<file path="src/rtl/reg_pkg.sv">
// Shared definitions for the register_8 holding-stage slice.
package reg_pkg;

  // Native word width of the datapath holding stage.
  localparam int DEFAULT_WIDTH = 8;

  // Convenience type for a default-width datapath word.
  typedef logic [DEFAULT_WIDTH-1:0] word8_t;

endpackage : reg_pkg

</file>
<file path="src/rtl/register_8_dff_bit.sv">
// Single-bit storage element with a synchronous active-low reset.
// RST_BIT selects the value this bit takes while reset is held low.
module dff_bit
  import reg_pkg::*;
#(
  parameter logic RST_BIT = 1'b0
) (
  input  logic i_clk,
  input  logic i_reset,
  input  logic i_d,
  output logic o_q
);

  logic r_q;

  // Capture i_d on every rising edge; reset low overrides the data input.
  always_ff @(posedge i_clk) begin
    if (!i_reset) begin
      r_q <= RST_BIT;
    end else begin
      r_q <= i_d;
    end
  end

  assign o_q = r_q;

endmodule : dff_bit

</file>
<file path="src/rtl/register_8.sv">
// Parallel-load word register: one-cycle holding stage with a synchronous,
// active-low reset. Built from WIDTH independent single-bit flops so each
// bit carries its own reset value taken from RESET_VALUE.
module register_8
  import reg_pkg::*;
#(
  parameter int               WIDTH       = DEFAULT_WIDTH,
  parameter logic [WIDTH-1:0] RESET_VALUE = '0
) (
  input  logic             clk,
  input  logic             reset,
  input  logic [WIDTH-1:0] in_word,
  output logic [WIDTH-1:0] out_word
);

  // Per-bit flop outputs; out_word is driven purely from these registers.
  logic [WIDTH-1:0] w_q;

  // A zero or negative width cannot hold a word.
  if (WIDTH < 1) begin : g_bad_width
    $error("register_8: WIDTH must be >= 1");
  end

  // One flop per bit, all sharing clk and reset so every bit updates together.
  for (genvar gi = 0; gi < WIDTH; gi++) begin : g_bit
    dff_bit #(
      .RST_BIT (RESET_VALUE[gi])
    ) u_dff (
      .i_clk   (clk),
      .i_reset (reset),
      .i_d     (in_word[gi]),
      .o_q     (w_q[gi])
    );
  end

  assign out_word = w_q;

`ifndef SYNTHESIS
  // Becomes 1 after the first edge so $past() only looks at real history.
  logic r_past_vld;

  // Track whether at least one clock edge has been seen.
  always_ff @(posedge clk) begin
    r_past_vld <= 1'b1;
  end

  a_reset_loads_value: assert property (@(posedge clk)
    (r_past_vld === 1'b1) && !$past(reset) |-> out_word == RESET_VALUE)
    else $error("register_8: out_word not RESET_VALUE after reset edge");

  a_load_follows_input: assert property (@(posedge clk)
    (r_past_vld === 1'b1) && $past(reset) |-> out_word == $past(in_word))
    else $error("register_8: out_word does not match previous in_word");
`endif

endmodule : register_8

</file>
<file path="config.mk">
export PLATFORM = sky130hd
export DESIGN_NAME = register_8
export DESIGN_NICKNAME = d
export VERILOG_FILES = /design/src/rtl/reg_pkg.sv /design/src/rtl/register_8_dff_bit.sv /design/src/rtl/register_8.sv
export SDC_FILE = /design/constraint.sdc
export NUM_CORES = 1
export LEC_CHECK = 0
export CORE_AREA = 2 2 39 41
export CTS_CLUSTER_DIAMETER = 50
export DETAILED_ROUTE_END_ITERATION = 10
export DIE_AREA = 0 0 41 43
export GPL_ROUTABILITY_DRIVEN = 0
export SLEW_MARGIN = 10
export SYNTH_ARGS = -nofsm -noshare
export SYNTH_HDL_FRONTEND = slang
export SYNTH_SLANG_ARGS = --single-unit
</file>
<file path="constraint.sdc">
create_clock -name clk -period 0.8 [get_ports clk]
set_input_delay 0.2 -clock clk [delete_from_list [all_inputs] [get_ports clk]]
set_output_delay 0.2 -clock clk [all_outputs]
set_load 0.1 [all_outputs]
</file>
==> qor.txt <==
WHS Endpoint -> g_bit[1].u_dff.o_q
Count of input and output buffers -> 17
Synth Warn # -> 0
Pre-antenna DRT Iters -> 1
Slowest cell on the critical path -> dfxtp_2
Total routed wirelength -> 409 µm
DR WL/cell -> 7.87 µm
Post-synth top area cell -> dfxtp_1
Number of flops mapped to enable cells by yosys -> 0
Worst min-delay path class -> in2reg
Synthesized Nets -> 34
CTS tree -> yes
Starting Density -> 19.5%
Sink Count -> 8
Distinct cells, synth -> 3
Normalized max-slew margin -> 85.9%
Clock transition at the registers of the reported paths -> 60 ps
Largest net degree at the start of global routing -> 9
RSZ-0062 raised after global routing -> true
Share of layout cells above drive strength 1 -> 52.8%
Die area -> 0.00176 mm²
Least-Margin Pin Slew -> 211 ps
Met1 Use GR -> 5.86%
Initial antenna violation count -> 0
Register area share after synthesis -> 59.3%
Clock period minus worst slack -> 956 ps
CP arrival -> 760 ps
Top cell type's share of synthesized area -> 59.3%
Setup violators final -> 8
Vert. Die Dim -> 43 µm
Avg Inst Size Synth -> 11.3 µm²
Grt met2 use -> 9.06%
CTS Buf Count -> 3
Critical Path RT -> 600 ps
Longest Clk Path Bufs -> 2
Antenna cell count -> 0
Worst vdd ir -> 653 µV
CP delay by family, top -> flip-flops
Final Max Slew Viols -> 0
Final Core Density -> 37.3%
I/O pin count -> 18
MaxCap Viol Count -> 0
Met3 Use GR -> 3.14%
# rows -> 14
Vias in the first global route -> 180
Violated checks -> negative setup slack
Tcrit/Tclk final -> 120%
Top Usage Layer GRT -> met2
First-pass GRT wire length -> 683 µm
Detailed-route DRC error count -> 0
Cell count of the worst hold path -> 2
DRT iter0 DRCs -> 0
Final WS setup -> -156 ps
Core area -> 0.00138 mm²
P&R area growth vs syn -> 90.7%
Startpoint types -> register
Crit. End Element -> primary output
CP peak stage delay -> 340 ps
Worst Path Max Fanout -> 1
Nets -> 48
Die W -> 41 µm
Cells along the critical path -> buf_12
Worst setup path class -> reg2out
Levels on crit path -> 1
Top cells by count, synth -> 8 x and2_1, 8 x buf_4, 8 x dfxtp_1
Total global-route track usage -> 6.25%
Grt total ovfl -> 0
Via-to-Cell Ratio -> 3.35
Leak -> 0.218 nW
Worst slack, placed -> -246 ps
Fmax -> 1050 MHz
PD cells -> 2030 mW/mm²
Routed Antenna Nets -> 0
Top FF cell, synth -> dfxtp_1
Worst path bufs/invs -> 1
Synth Register Bits -> 8
Top cells by area, synth -> dfxtp_1 59%, buf_4 22%, and2_1 19%
H-tree levels -> 1
Largest register FFs -> 8
Ys async rst share -> 0%
Via Count -> 174
Status -> finished with violations
Post-Synthesis Cells -> 24
Final Hold Fails -> 0
Synth Cell Area -> 270 µm²
Root buffer cell -> clkbuf_4
Hold Startpoint -> reset
-- timing repair --
action	CTS	global route
hold buffers	0	0
setup buffers	0	0
endpoints found under the setup margin	8	16
resized for setup	8	1
-- cells in the final DEF, fill, tap and decap left out, drive strengths merged --
master         n
dlymetal6s2s   1
clkdlybuf4s50  8
buf            8
and2           8
clkbuf         3
dfxtp          8
-- metal layers --
layer  vias to the layer above  part of all wire, %
met5                         -                    0
met4                         0                    0
met3                         0                  8.6
met2                        10                   59
met1                        75                   32
li1                         89                    -
-- power by group --
group	leakage, nW	switching (W)	internal (W)	total (W)
Combinational	0.136	0.000175	0.000127	0.000302
Clock	0.0138	0.000134	0.000172	0.000306
Sequential	0.0688	0.0000165	0.000425	0.000442
Total	0.218	0.000325	0.000724	0.00105
-- kinds of logic (layout without fill, tap and decap cells) --
kind of cell | Yosys count | count (layout) | synth area share [%]
AND/OR/NAND/NOR | 8 | 8 | 18.5
flip-flops | 8 | 8 | 59.3
buffers and inverters | 8 | 20 | 22.2
-- metrics by stage --
stage          hold slack [ps]  TNS (ps)  instances  total power [W]  area [µm²]
3_5_place_dp               667     -1820         49         0.000750         480
2_1_floorplan              322         0         24         0.000634         270
5_1_grt                    361     -1400         52          0.00109         515
6_report                   320     -1220         52          0.00105         515
3_3_place_gp               666     -1480         49         0.000749         480
4_1_cts                    503     -1320         52          0.00107         513
-- how the worst max path moves through the flow --
stage | start | end | slack [ps]
2_1_floorplan | g_bit[0].u_dff.o_q | out_word[0] | 40
3_3_place_gp | reset | g_bit[0].u_dff.o_q | -200
3_5_place_dp | reset | g_bit[0].u_dff.o_q | -250
4_1_cts | g_bit[3].u_dff.o_q | out_word[3] | -170
5_1_grt | g_bit[3].u_dff.o_q | out_word[3] | -180
6_report | g_bit[6].u_dff.o_q | out_word[6] | -160
-- final cells by class --
cell class / instances / area [µm²]
clock buffer: 3 / 22.5
fill: 140 / 868
multi-input combinational: 8 / 50.0
sequential: 8 / 170
tap: 16 / 20.0
timing repair buffer: 17 / 253
(Power assumes the default switching activity.)
